## src/rtl/nn_pkg.sv

```systemverilog
// Shared constants and elaboration helpers for the classifier output stage.
package nn_pkg;

  localparam int unsigned DefaultDataWidth = 16;
  localparam int unsigned DefaultClasses   = 10;

  function automatic int unsigned nn_clog2(input int unsigned value);
    int unsigned result = 0;
    int unsigned span   = 1;
    while (span < value) begin
      span   = span << 1;
      result = result + 1;
    end
    return result;
  endfunction

  // Candidates left after `level` halving rounds; an odd count keeps its bye.
  function automatic int unsigned level_count(input int unsigned classes,
                                              input int unsigned level);
    int unsigned n = classes;
    for (int unsigned i = 0; i < level; i++) begin
      n = (n + 1) / 2;
    end
    return n;
  endfunction

endpackage

```

## src/rtl/argmax_node.sv

```systemverilog
// Combinational tournament node: picks the larger signed score of two candidates.
module argmax_node
  import nn_pkg::*;
#(
  parameter int unsigned SCORE_W = 2 * DefaultDataWidth,
  parameter int unsigned IDX_W   = nn_clog2(DefaultClasses)
) (
  input  logic [SCORE_W-1:0] a_score_i,
  input  logic [IDX_W-1:0]   a_idx_i,
  input  logic [SCORE_W-1:0] b_score_i,
  input  logic [IDX_W-1:0]   b_idx_i,
  output logic [SCORE_W-1:0] win_score_o,
  output logic [IDX_W-1:0]   win_idx_o
);

  logic b_wins;

  // Slot a always holds the lower class indices, so a tie keeps a.
  assign b_wins      = $signed(b_score_i) > $signed(a_score_i);
  assign win_score_o = b_wins ? b_score_i : a_score_i;
  assign win_idx_o   = b_wins ? b_idx_i : a_idx_i;

endmodule

```

## src/rtl/output_argmax.sv

```systemverilog
// Pipelined argmax over the final-layer scores; one result per done_in rising edge.
// Define OUTPUT_ARGMAX_SCORE_EN to also export the winning score on max_score.
module output_argmax
  import nn_pkg::*;
#(
  parameter int unsigned CLASSES    = DefaultClasses,
  parameter int unsigned DATA_WIDTH = DefaultDataWidth,
  localparam int unsigned LEVELS    = nn_clog2(CLASSES),
  localparam int unsigned IDX_W     = (LEVELS > 0) ? LEVELS : 1,
  localparam int unsigned SCORE_W   = 2 * DATA_WIDTH
) (
  input  logic                       clk,
  input  logic                       rst,
  input  logic                       done_in,
  input  logic [CLASSES*SCORE_W-1:0] in,
  output logic [IDX_W-1:0]           out,
  output logic                       out_valid
`ifdef OUTPUT_ARGMAX_SCORE_EN
  ,
  output logic [SCORE_W-1:0]         max_score
`endif
);

  if (CLASSES < 2 || CLASSES > 64) begin : g_bad_classes
    $error("output_argmax: CLASSES must be in 2..64");
  end
  if (DATA_WIDTH < 1) begin : g_bad_width
    $error("output_argmax: DATA_WIDTH must be at least 1");
  end

  logic done_prev_q;
  logic start;

  assign start = done_in & ~done_prev_q;

  always_ff @(posedge clk or posedge rst) begin
    if (rst) begin
      done_prev_q <= 1'b0;
    end else begin
      done_prev_q <= done_in;
    end
  end

  // cur_* is the registered candidate set entering each level; win_* leaves it.
  logic [SCORE_W-1:0] cur_score [LEVELS][CLASSES];
  logic [IDX_W-1:0]   cur_idx   [LEVELS][CLASSES];
  logic [LEVELS-1:0]  cur_valid;
  logic [SCORE_W-1:0] win_score [LEVELS][CLASSES];
  logic [IDX_W-1:0]   win_idx   [LEVELS][CLASSES];

  for (genvar l = 0; l < LEVELS; l++) begin : g_level
    localparam int unsigned N = level_count(CLASSES, l);

    logic [SCORE_W-1:0] score_q [N];
    logic               valid_q;

    if (l == 0) begin : g_capture
      always_ff @(posedge clk or posedge rst) begin
        if (rst) begin
          valid_q <= 1'b0;
        end else begin
          valid_q <= start;
        end
      end

      always_ff @(posedge clk) begin
        if (start) begin
          for (int j = 0; j < N; j++) begin
            score_q[j] <= in[j*SCORE_W +: SCORE_W];
          end
        end
      end

      for (genvar j = 0; j < CLASSES; j++) begin : g_idx
        assign cur_idx[l][j] = IDX_W'(j);
      end
    end else begin : g_stage
      logic [IDX_W-1:0] idx_q [N];

      always_ff @(posedge clk or posedge rst) begin
        if (rst) begin
          valid_q <= 1'b0;
        end else begin
          valid_q <= cur_valid[l-1];
        end
      end

      always_ff @(posedge clk) begin
        if (cur_valid[l-1]) begin
          for (int j = 0; j < N; j++) begin
            score_q[j] <= win_score[l-1][j];
            idx_q[j]   <= win_idx[l-1][j];
          end
        end
      end

      for (genvar j = 0; j < CLASSES; j++) begin : g_idx
        if (j < N) begin : g_live
          assign cur_idx[l][j] = idx_q[j];
        end else begin : g_dead
          assign cur_idx[l][j] = '0;
        end
      end
    end

    assign cur_valid[l] = valid_q;

    for (genvar j = 0; j < CLASSES; j++) begin : g_slot
      if (j < N) begin : g_live
        assign cur_score[l][j] = score_q[j];
      end else begin : g_dead
        assign cur_score[l][j] = '0;
      end

      if (2 * j + 1 < N) begin : g_pair
        argmax_node #(
          .SCORE_W (SCORE_W),
          .IDX_W   (IDX_W)
        ) u_node (
          .a_score_i   (cur_score[l][2*j]),
          .a_idx_i     (cur_idx[l][2*j]),
          .b_score_i   (cur_score[l][2*j+1]),
          .b_idx_i     (cur_idx[l][2*j+1]),
          .win_score_o (win_score[l][j]),
          .win_idx_o   (win_idx[l][j])
        );
      end else if (2 * j < N) begin : g_bye
        assign win_score[l][j] = cur_score[l][2*j];
        assign win_idx[l][j]   = cur_idx[l][2*j];
      end else begin : g_none
        assign win_score[l][j] = '0;
        assign win_idx[l][j]   = '0;
      end
    end
  end

  logic [IDX_W-1:0] out_q;
  logic             out_valid_q;

  always_ff @(posedge clk or posedge rst) begin
    if (rst) begin
      out_q       <= '0;
      out_valid_q <= 1'b0;
    end else begin
      out_valid_q <= cur_valid[LEVELS-1];
      if (cur_valid[LEVELS-1]) begin
        out_q <= win_idx[LEVELS-1][0];
      end
    end
  end

  assign out       = out_q;
  assign out_valid = out_valid_q;

`ifdef OUTPUT_ARGMAX_SCORE_EN
  logic [SCORE_W-1:0] max_score_q;

  always_ff @(posedge clk or posedge rst) begin
    if (rst) begin
      max_score_q <= '0;
    end else if (cur_valid[LEVELS-1]) begin
      max_score_q <= win_score[LEVELS-1][0];
    end
  end

  assign max_score = max_score_q;
`endif

endmodule

```

## config.mk

```make
export PLATFORM = sky130hd
export DESIGN_NAME = output_argmax
export DESIGN_NICKNAME = d
export VERILOG_FILES = /design/src/rtl/nn_pkg.sv /design/src/rtl/argmax_node.sv /design/src/rtl/output_argmax.sv
export SDC_FILE = /design/constraint.sdc
export NUM_CORES = 1
export LEC_CHECK = 0
export ABC_AREA = 1
export CORE_MARGIN = 10
export CORE_UTILIZATION = 30
export DETAILED_ROUTE_END_ITERATION = 6
export SYNTH_ARGS = -nofsm -noshare
export SYNTH_HDL_FRONTEND = slang
export SYNTH_SLANG_ARGS = --single-unit
```

## constraint.sdc

```tcl
create_clock -name clk -period 45.7 [get_ports clk]
set_input_delay 9.14 -clock clk [delete_from_list [all_inputs] [get_ports clk]]
set_output_delay 9.14 -clock clk [all_outputs]
set_load 0.02 [all_outputs]
```

Word level (Yosys, flattened, before mapping)

Memory sizes are Yosys's and may differ from the RTL's.
Cells that the tools add are included.

Bits in latches: 0
RAM bits: 680
Memories: 7
Word-level logic and storage cells: 50
Register bits: 10
Bits in read-only memories: 0
Output and inout port bits: 5
Input bits: 323

Order comparisons: 9
Reductions and logical operators: 0
Multiply operators: 0
Eq/ne operators: 0
Add/subtract/negate cells: 0
Shift operators: 0
Bitwise gates (word level): 2
Mux-type cells: 25
Div/mod/pow operators: 0

Memories:

| memory                   | words | width | rd ports | clocked after memory_dff | wr ports | RTL line            | RTL |
|---|---|---|---|---|---|---|---|
| g_level[0].score_q       | 10    | 32    | 10       | 0                        | 10       | output_argmax.sv:54 | `logic [SCORE_W-1:0] score_q [N];` |
| g_level[1].score_q       | 5     | 32    | 5        | 0                        | 5        | output_argmax.sv:54 |  |
| g_level[2].score_q       | 3     | 32    | 3        | 0                        | 3        | output_argmax.sv:54 |  |
| g_level[3].score_q       | 2     | 32    | 2        | 0                        | 2        | output_argmax.sv:54 |  |
| g_level[1].g_stage.idx_q | 5     | 4     | 5        | 0                        | 5        | output_argmax.sv:78 | `logic [IDX_W-1:0] idx_q [N];` |
| g_level[2].g_stage.idx_q | 3     | 4     | 3        | 0                        | 3        | output_argmax.sv:78 |  |
| 1 more memories          | n/a   | n/a   | n/a      | n/a                      | n/a      | n/a                 |  |

Operators with widths:

| operator     | count |
|---|---|
| $gt 32x32->1 | 9 |
| $mux 32      | 8 |
| $mux 4       | 4 |
| $mux 1       | 13 |
| $and 1x1->1  | 1 |
| $not 1->1    | 1 |

Depth between registers and ports, before layout

Gate-level depths: netlist (run 1).

Word-level depth: 4
Mapped depth: 18
Depth with buffers taken out: 18

Cells and area by module

Synthesis (run 1) repeated with hierarchy kept, for this count alone.

Cell total of the unflattened synthesis: 3102
Area total of the unflattened synthesis: 34161.5 um2

Modules (own cells, without submodules):

| module                                               | seq. area each (um2) | times used | cells an instance | area each (um2) |
|---|---|---|---|---|
| output_argmax                                        | 20669.8              | 1          | 708               | 20737.4 |
| argmax_node (g_level[0].g_slot[0].g_pair.u_node ...) | 0.0                  | 8          | 266               | 1495.2 |
| argmax_node (g_level[0].g_slot[3].g_pair.u_node)     | 0.0                  | 1          | 266               | 1462.7 |

Worst setup path before layout (run 1)

Ideal clock, no wire load.

Path kind: input-to-reg
Start: in done_in
End: reg g_level[0].valid_q
Buffers on the path: 0
Data required time: 44.172 ns
Stages: 2
Arrival time: 22.568 ns
Slack: 21.604 ns
Library setup time: 1.528 ns
Cells stage by stage: inv_1 > nor2_1

Longest elaborated chain between the ends: 1

RTL lines:

| what                   | RTL line            | RTL |
|---|---|---|
| start: declaration     | output_argmax.sv:14 | `input logic done_in,` |
| $and 1x1->1            | output_argmax.sv:34 | `assign start = done_in & ~done_prev_q;` |
| via start              | output_argmax.sv:32 | `logic start;` |
| end signal: assignment | output_argmax.sv:62 | `valid_q <= start;` |
| end: declaration       | output_argmax.sv:55 | `logic valid_q;` |

The timed path passes the listed nets, and every way through them passes these cells.
A chain may end at the register's enable or synchronous reset.

==> results of run 1 <==
[stage by stage]
| step | total power [mW] | worst slack (ns) | util (%) | instance area, µm² | hold WS [ns] |
|---|---|---|---|---|---|
| finish | 1.562 | 33.74 | 37.28 | 39130 | 0.4127 |
| global route | 1.633 | 33.56 | 37.27 | 39130 | 0.4182 |
| CTS | 1.586 | 33.79 | 37.27 | 39120 | 0.4165 |
| detailed placement | 0.9237 | 33.11 | 34.69 | 36410 | 0.4045 |
| global placement | 0.9203 | 33.17 | 34.69 | 36410 | 0.4032 |
| floorplan | 0.8490 | 21.60 | - | 31630 | 0.4003 |
[cells by family after synthesis]
| logic type | after synthesis |
|---|---|
| fa+ha+maj | 288 |
| buf+inv | 450 |
| compound gates | 210 |
| flops | 664 |
| simple gates | 1142 |
[layout make-up]
cell class                 instances  area share [%]
antenna                            2         0.01279
clock buffer                      93           5.212
timing repair buffer             354           8.915
multi-input combinational       1640           25.45
sequential                       664           50.85
tap                             1391           4.448
inverter                         354           3.396
clock inverter                    54           1.711
[cell usage after synthesis, drive strengths merged]
| cell | number |
|---|---|
| o21ai | 46 |
| o21a | 7 |
| a21o | 4 |
| nor2 | 61 |
| nor4b | 1 |
| clkbuf | 52 |
| a21oi | 146 |
| nor4 | 6 |
| nand3b | 6 |
| nor3 | 13 |
| ha | 288 |
| o211ai | 3 |
| a31oi | 2 |
| and3 | 1 |
| dfrtp | 10 |
| edfxtp | 654 |
| inv | 354 |
| nand3 | 37 |
| nand4 | 291 |
| buf | 44 |
| a21boi | 1 |
| a211oi | 1 |
| nand2 | 726 |
[routing by layer]
| layer | GRT usage [%] | vias up |
|---|---|---|
| met5 | 0 | - |
| met4 | 4.464 | 2 |
| met3 | 2.782 | 132 |
| met2 | 23.83 | 518 |
| met1 | 16.55 | 9996 |
| li1 | - | 10410 |
[sequential cells by signal, summed over array words and instances (netlist names)]
| register | count |
|---|---|
| g_level.score_q | 640 |
| g_level.g_stage.idx_q | 14 |
| g_level.valid_q | 4 |
| out | 4 |
| done_prev_q | 1 |
| out_valid | 1 |
[worst paths after layout]
kind | start | end | slack, ns | cells after the start
setup / recovery | done_in | g_level[0].score_q[2][16] | 33.74 | 5
hold / removal | g_level[1].score_q[0][128] | g_level[2].score_q[0][64] | 0.41 | 0
setup reg to reg | g_level[0].score_q[9][31] | g_level[1].score_q[0][131] | 41.77 | 13
hold reg to reg | g_level[1].score_q[0][128] | g_level[2].score_q[0][64] | 0.41 | 0
max in group asynchronous | rst | g_level[0].valid_q | 36.56 | 2
min in group asynchronous | rst | out[0] | 8.79 | 2
[cells in the final DEF (no fill, tap or decap), types with 3 or more instances in the layout]
cell	Yosys	routed
nor2_1	60	59
nor4_2	4	4
nand2_1	715	715
inv_6	0	4
clkbuf_16	0	79
nand3b_1	6	6
nand4_1	291	291
nor3_1	13	13
o21a_1	7	7
o21ai_0	44	44
nand3_2	10	10
bufinv_16	0	13
clkinv_2	0	16
a21oi_1	146	146
a21o_1	4	4
nand3_1	26	26
clkbuf_1	52	13
dfrtp_1	10	7
clkdlybuf4s50_1	0	327
inv_1	354	354
ha_1	288	288
clkinv_1	0	11
edfxtp_1	654	654
nand2_2	11	11
buf_4	8	26
clkinvlp_4	0	6
o211ai_1	3	3
[power groups by stage]
stage | clock network, mW | registers, mW | logic, mW
2_1_floorplan | 0 | 0.749 | 0.0995
5_1_grt | 0.698 | 0.740 | 0.196
3_5_place_dp | 0 | 0.750 | 0.174
4_1_cts | 0.674 | 0.737 | 0.175
3_3_place_gp | 0 | 0.749 | 0.171
6_report | 0.653 | 0.737 | 0.173
==> results.cfg, run 1 <==
[placement]
numPortBuffers = 327
dp_hpwl_mm = 60.92
placed_cells = 4403
gp_congestion = 0.8309

[synthesis]
synth_cells = 2754
syn_nets = 3365
yosys_warnings = 0
synth_top_area_share_pct = 62.10
synth-compound-area-share_pct = 3.458
synth_top_family_by_area = simple AND/OR/NAND/NOR gates
synthDistinctLibCells = 33
ys_ff_latch = 664
synth_area_um2 = 31630
synth_area_per_cell_um2 = 11.48
ys_seq_area_share_pct = 62.89
synth-xor-area-share_pct = 0
yosysTopAreaCell = edfxtp_1
synth-simple-area-share_pct = 16.62
synthTopCellsByArea = edfxtp_1 62%, ha_1 11%, nand2_1 8.5%
synth-adder-area-share_pct = 11.39
synth.area.mux_share_pct = 0

[setup_path]
worst-path-buf-inv = 4
crit_path_end_kind = register
crit_required_ns = 45.95
critical_path_class = input pin to register
slowest_delay_ns = 0.90
arrival_ns = 12.21
critical_path.most_common_cell = buf_4
slowest_stage = buf_4
crit_family = buffers and inverters
start_kind = input pin
crit_fanout = 80
path_cells = clkdlybuf4s50_1 > inv_1 > nor2_4 > buf_4 > buf_4

[routing]
ant_nets = 0
first_iter_violations = 1590
wirelength_met1_mm = 34.25
vias = 21060
wirelength_mm = 82.82
detail_route.vias_per_cell = 4.627
met3WireLength_mm = 4.306
top_layer = met5
wl_met2_mm = 42.03
wl_per_cell_um = 18.19
drc_errors = 0
dr.pass1.iters = 5

[power_and_ir_drop]
power_density_nw_per_um2 = 39.91
p_sw_uw = 381.4
power_frac_seq_pct = 47.2
switching_share_pct = 24.42
total_leakage_power_nw = 16.39
vdd_ir_drop_max_uv = 39.75
power.internal_mw = 1.180
pwr-share-comb_pct = 11.1
p_clk_share_pct = 41.8

[final_layout]
ff_latch_area_um2 = 19900
multiInputGateArea_um2 = 9960
drive_gt1_share_pct = 5.761
area_delta_synth_final_pct = 23.73
stdcell_count = 4552
n_fill_cell = 10160
nNetsFinal = 3704

[clock_network]
path_clk_slew_ns = 0.06
clockBufferDepth = 3
clock_sink_count = 664
cts-root-buf = clkbuf_16
clock_latency_ns = 0.65
cts_buffers = 79
htreeDepth = 3
postCtsResizedCells = 0
postCtsSetupBuffers = 0
cts-hold-fix-buffers = 0
cts_tree = yes

[timing]
period_share_pct = 26.16
finalHoldViolations = 0
post-route-min-period_ns = 11.96
slew_viol_final = 0
grt_setup_unrepaired = false
skew_ns = 0.02691
setup_viol = 0
max_clock_freq_mhz = 83.64
maxSlewHeadroom_pct = 21.85
tns_ns = 0
tightest_slew_ns = 1.169

[flow_run]
maxCapViolCount = 0

[floorplan]
start_util_pct = 30.13
rows = 119
die_h_um = 344.7
io_pins = 328
die_w_um = 344.7
die_area_um2 = 118800
coreArea_um2 = 105000

[global_route]
grt_antenna_before_repair = 2
grt_pass1_wl_mm = 123.3
grt_use_total_pct = 13.60
grt_max_degree = 151
grt-ovfl-total = 0
grt_pass1_vias = 21020

[worst_hold_path]
hold_class = register to register

[run_status]
outcome = finished, final reports clean
No activity file was read; power rests on OpenSTA's default activity.
==> run 2, diff against run 1 <==
Clock period 45.7 ns to 11.68 ns, I/O delays scaled along.
==> run 2 against run 1 <==
Register-to-register slack got worse by 34 ns; critical path depth fell by 1; first-iteration DRC count fell by 1.3%; combinational power rose to 3.9 times the previous value; die area did not move; clock-buffer cell count rose by 5; utilization fell by 0.17 points; clock power rose to 3.7 times the previous value; sequential share of layout area rose by 0.23 points.
==> results.cfg, run 2 (synthesis results as in run 1) <==
[run_status]
outcome = finished, final reports clean

[timing]
post-route-min-period_ns = 4.342
setup_viol = 0
setup_ws_ns = 7.338
tns_ns = 0
skew_ns = 0.02633
period_share_pct = 37.17
max_clock_freq_mhz = 230.3
grt_setup_unrepaired = false
slew_viol_final = 0
tightest_slew_ns = 1.098
finalHoldViolations = 0
maxSlewHeadroom_pct = 26.78

[worst_hold_path]
hold_class = register to register
hold_start = g_level[1].score_q[0][129]
hold_depth = 0
worstHoldEndpoint = g_level[2].score_q[0][65]

[global_route]
grt_pass1_vias = 21400
grt-ovfl-total = 0
grt_max_degree = 160
grt_pass1_wl_mm = 123.7
grt_use_total_pct = 13.60
grt_antenna_before_repair = 3

[placement]
placed_area_um2 = 36430
placed_cells = 4404
gp_congestion = 0.8481
pre_cts_ws_ns = 6.798
numPortBuffers = 327
dp_hpwl_mm = 60.67

[power_and_ir_drop]
total_leakage_power_nw = 16.30
power.internal_mw = 4.479
p_clk_share_pct = 40.3
pwr-share-comb_pct = 11.2
p_sw_mw = 1.468
power_density_nw_per_um2 = 152.6
power_frac_seq_pct = 48.5
switching_share_pct = 24.68
vdd_ir_drop_max_uv = 99.36

[final_layout]
nNetsFinal = 3705
drive_gt1_share_pct = 5.446
final_area_um2 = 38950
stdcell_count = 4549
area_delta_synth_final_pct = 23.18
layout_commonest_cell = nand2_1
largest_register_ffs = 640
diodes = 0
final_util_pct = 37.11
regMostFlops = g_level.score_q
reg_top3 = g_level.score_q: 640 flops, g_level.g_stage.idx_q: 14 flops
final_cell_mix = 715 x nand2_1, 654 x edfxtp_1, 354 x inv_1

[routing]
wl_per_cell_um = 18.17
wirelength_mm = 82.65
vias = 21160
ant_nets = 0
first_iter_violations = 1569
detail_route.vias_per_cell = 4.651
dr.pass1.iters = 7
drc_errors = 0

[clock_network]
postCtsSetupBuffers = 0
cts-root-buf = clkbuf_16
htreeDepth = 3
cts_tree = yes
path_clk_slew_ns = 0.06
clock_sink_count = 664
clock_latency_ns = 0.63
cts-hold-fix-buffers = 0
postCtsResizedCells = 0
clockBufferDepth = 3
cts_buffers = 79

[setup_path]
crit_path_end_kind = register
r2r-end = g_level[1].score_q[0][71]
crit_fanout = 159
start_kind = input pin
slowest_stage = nor2_4
r2r_slack_ns = 8.00
critical_path_class = input pin to register
path_cells = clkdlybuf4s50_1 > inv_1 > nor2_4 > buf_12
r2r_start = g_level[0].score_q[5][31]
crit_required_ns = 11.91
worstRegToRegCells = 9
arrival_ns = 4.57
slowest_delay_ns = 0.69

[floorplan]
coreArea_um2 = 105000
start_util_pct = 30.13
die_area_um2 = 118800
die_w_um = 344.7
io_pins = 328
die_h_um = 344.7
rows = 119

[flow_run]
maxCapViolCount = 0
==> run 2: changes by cell type in the layout (fill, tap and decap cells not counted), sizes merged <==
cell,before,now
buf,27,28
clkinv,29,32
clkbuf,93,98
bufinv,13,7
inv,360,359
clkinvlp,6,3
diode,2,0
==> run 2: per-stage QoR <==
step	power, mW	hold slack (ns)
2_1_floorplan	3.311	0.4003
3_3_place_gp	3.594	0.4036
3_5_place_dp	3.608	0.4056
4_1_cts	6.048	0.4124
5_1_grt	6.231	0.4203
6_report	5.946	0.4113
==> run 2: worst max path at each step <==
| stage | to | depth (start not counted) | slack, ns | startpoint |
|---|---|---|---|---|
| final | g_level[0].score_q[3][14] | 4 | 7.34 | done_in |
| after global routing | g_level[0].score_q[3][0] | 4 | 7.34 | done_in |
| after CTS | g_level[0].score_q[3][14] | 4 | 7.47 | done_in |
| after detailed placement | g_level[0].score_q[3][15] | 4 | 6.80 | done_in |
| after global placement | g_level[0].score_q[2][14] | 4 | 6.80 | done_in |
| after floorplan | g_level[0].valid_q | 2 | 0.29 | done_in |
==> run 2: critical path: cells and delay by family <==
kind | cells | cell delay, ns
buffers and inverters | 3 | 1.17
AND/OR/NAND/NOR | 1 | 0.69
==> run 2: routing by layer <==
layer / up-vias / routed length (µm) / GRT usage [%]
met1: 10080 / 34140 / 16.60
met5: - / 8 / 0
li1: 10420 / - / -
met2: 523 / 42000 / 23.91
met3: 129 / 4367 / 2.744
met4: 2 / 2140 / 4.204
==> run 2: cell type report <==
type | instances | area, µm²
fillers | 10170 | 66010
inverters | 354 | 1329
repair buffers | 355 | 3508
flip-flops and latches | 664 | 19900
clock inverters | 47 | 471.7
well taps | 1391 | 1740
clock buffers | 98 | 2048
multi-input cells | 1640 | 9960
==> run 2: power groups by stage <==
| stage | Clock, mW | Sequential [mW] | Combinational [mW] |
|---|---|---|---|
| floorplan | 0 | 2.92 | 0.389 |
| global placement | 0 | 2.93 | 0.661 |
| detailed placement | 0 | 2.93 | 0.673 |
| CTS | 2.48 | 2.89 | 0.678 |
| global route | 2.58 | 2.89 | 0.760 |
| finish | 2.40 | 2.88 | 0.667 |
==> edit, RTL diff (config.mk and constraints of run 2) <==
The option `OUTPUT_ARGMAX_SCORE_EN` is turned on by a define.
--- a/src/rtl/output_argmax.sv
+++ b/src/rtl/output_argmax.sv
@@ -1,5 +1,7 @@
 // Pipelined argmax over the final-layer scores; one result per done_in rising edge.
 // Define OUTPUT_ARGMAX_SCORE_EN to also export the winning score on max_score.
+`define OUTPUT_ARGMAX_SCORE_EN
+
 module output_argmax
   import nn_pkg::*;
 #(
Formal check against the unedited RTL (old outputs only; new: max_score): same outputs for any inputs over 4 cycles, from zero or initial values and one cycle with rst high; that may be too few to reach the edited logic, so the function may still have changed.
==> edit against run 2 <==
Synthesized area increased by 5.6%. Cell count increased by 7.7%. Critical path type unchanged. Highest routed layer unchanged. Largest cell class unchanged. Final area increased by 5.7%. Total power increased by 7.9%. Sequential cell count increased by 32. Routed wire length increased by 12%. Worst setup slack got worse by 530 ps. Non-clock buffer count increased by 31.
==> edit: results (changes against run 2) <==
MET3WIRELENGTH_UM=5090  # +17%
CLKTRANSATPATHREGS_PS=60  # about the same
POSTCTSSETUPBUFFERS=0  # unchanged
GLOBAL_ROUTING_MET3_RESOURCE_UTILIZATION_PCT=2.73  # -0.015 points
NUMBER_OF_NETS_PRODUCED_BY_SYNTHESIS=3607  # +7.2%
DETAILEDROUTE.FIRSTPASSITERATIONCOUNT=5  # -2
SYNTH_TOP_CELLS_BY_COUNT='sky130_fd_sc_hd__nand2_1 (811), sky130_fd_sc_hd__edfxtp_1 (654), sky130_fd_sc_hd__inv_1 (387), sky130_fd_sc_hd__nand4_1 (330), sky130_fd_sc_hd__ha_1 (288)'
GRT_FIRST_PASS_WIRELENGTH_UM=138000  # +12%
WORSTPATHMAXFANOUT=76  # -52%
DETAIL_PLACEMENT_HPWL_UM=68800  # +13%
MET2_TRACK_UTILIZATION_FROM_GLOBAL_ROUTING_PCT=25.7  # +1.8 points
POST_SYNTH_MAIN_AREA_CONTRIBUTORS='sky130_fd_sc_hd__edfxtp_1 (59%), sky130_fd_sc_hd__ha_1 (11%), sky130_fd_sc_hd__nand2_1 (9.1%), sky130_fd_sc_hd__nand4_1 (6.2%), sky130_fd_sc_hd__inv_1 (4.3%)'
IR_DROP_mV=0.107  # +7.4%
TIMING.SLEW.HEADROOM_PCT=19.0  # -7.8 points
PLACEMENT.SETUP.WORST_SLACK_PS=6120  # -677 ps
DR_WL_MET2_UM=47700  # +14%
SYNTH_SEQ_AREA_SHARE_PCT=62.0  # -0.93 points
CRITICAL-PATH-MAX-STAGE-DELAY_PS=830  # +140 ps
WL_UM=92600  # +12%
MET1_USAGE_PCT=17.1  # +0.46 points
FINAL.SETUP_SKEW_PS=27.4  # +1.06 ps
DRIVE_GT1_SHARE_PCT=5.10  # -0.34 points
NETS=3958  # +6.8%
FIRST_GLOBAL_VIAS=22800  # +6.7%
POST_SYN_AREA_PER_CELL_UM2=11.1  # -2.9%
MET1WIRELENGTH_UM=37200  # +9.0%
TOTAL_ROUTING_USAGE_GR_PCT=14.3  # +0.73 points
ANTENNA_VIOLATIONS_BEFORE_REPAIR=2  # -1
PIN_COUNT_OF_THE_BIGGEST_NET_ENTERING_GLOBAL_ROUTING=157  # -1.9%
CP.ARRIVAL_PS=5130  # +560 ps
PORT_BUFFERS=359  # +9.8%
VIAS_PER_CELL=4.68  # +0.73%
FINALNONFILLERCELLS=4898  # +7.7%
RUN_STATUS='complete, no violations'
SYNTH_COMPOUND_AREA_SHARE_PCT=3.32  # -0.14 points
YOSYS.AREA_SHARE.ADDER_PCT=10.8  # -0.60 points
CRITPATHSLOWESTCELL='sky130_fd_sc_hd__buf_4'
DRT_ITER0_MARKERS=1859  # +18%
TRITONCTS.NUM_BUFFERS=78  # -1.3%
GP_CONGESTION=0.840  # -0.92%
==> edit: cell type report <==
cell class / count / area, um2
sequential: 696 / 20700
tap: 1488 / 1860
fill: 10700 / 69500
timing repair buffer: 386 / 3810
clock buffer: 95 / 2050
clock inverter: 48 / 621
inverter: 388 / 1460
multi-input combinational: 1797 / 10700
==> edit: final timing paths <==
| check | from | endpoint | slack [ps] | depth (start not counted) |
|---|---|---|---|---|
| max | done_in | g_level[0].score_q[0][10] | 6810 | 6 |
| min | g_level[2].score_q[0][87] | g_level[3].score_q[0][55] | 420 | 0 |
| max reg2reg | g_level[0].score_q[7][5] | g_level[1].score_q[0][99] | 7590 | 13 |
| min reg2reg | g_level[2].score_q[0][87] | g_level[3].score_q[0][55] | 420 | 0 |
| max in group asynchronous | rst | g_level[1].valid_q | 8670 | 2 |
| min in group asynchronous | rst | out_valid | 2250 | 2 |
==> edit: worst max-delay path: cells and delay by family <==
| kind | cells | cell delay (ps) |
|---|---|---|
| simple gates | 1 | 70 |
| buf+inv | 5 | 2560 |
==> edit: where the power goes <==
| group | internal [mW] | switching [mW] |
|---|---|---|
| registers | 2.93 | 0.101 |
| logic | 0.332 | 0.518 |
| clock network | 1.49 | 1.04 |
| total | 4.76 | 1.66 |
==> edit: cells by family after synthesis <==
| logic type | Yosys count |
|---|---|
| AO/OA/AOI/OAI | 212 |
| adder cells (fa/ha/maj) | 288 |
| buffers and inverters | 503 |
| flip-flops | 696 |
| AND/OR/NAND/NOR | 1297 |
==> edit: stage by stage <==
stage / power [mW] / hold slack (ps) / cell area (um2)
6_report: 6.42 / 416 / 41200
5_1_grt: 6.71 / 422 / 41200
4_1_cts: 6.50 / 410 / 41200
3_5_place_dp: 3.95 / 405 / 38500
3_3_place_gp: 3.93 / 402 / 38500
2_1_floorplan: 3.55 / 352 / 33400
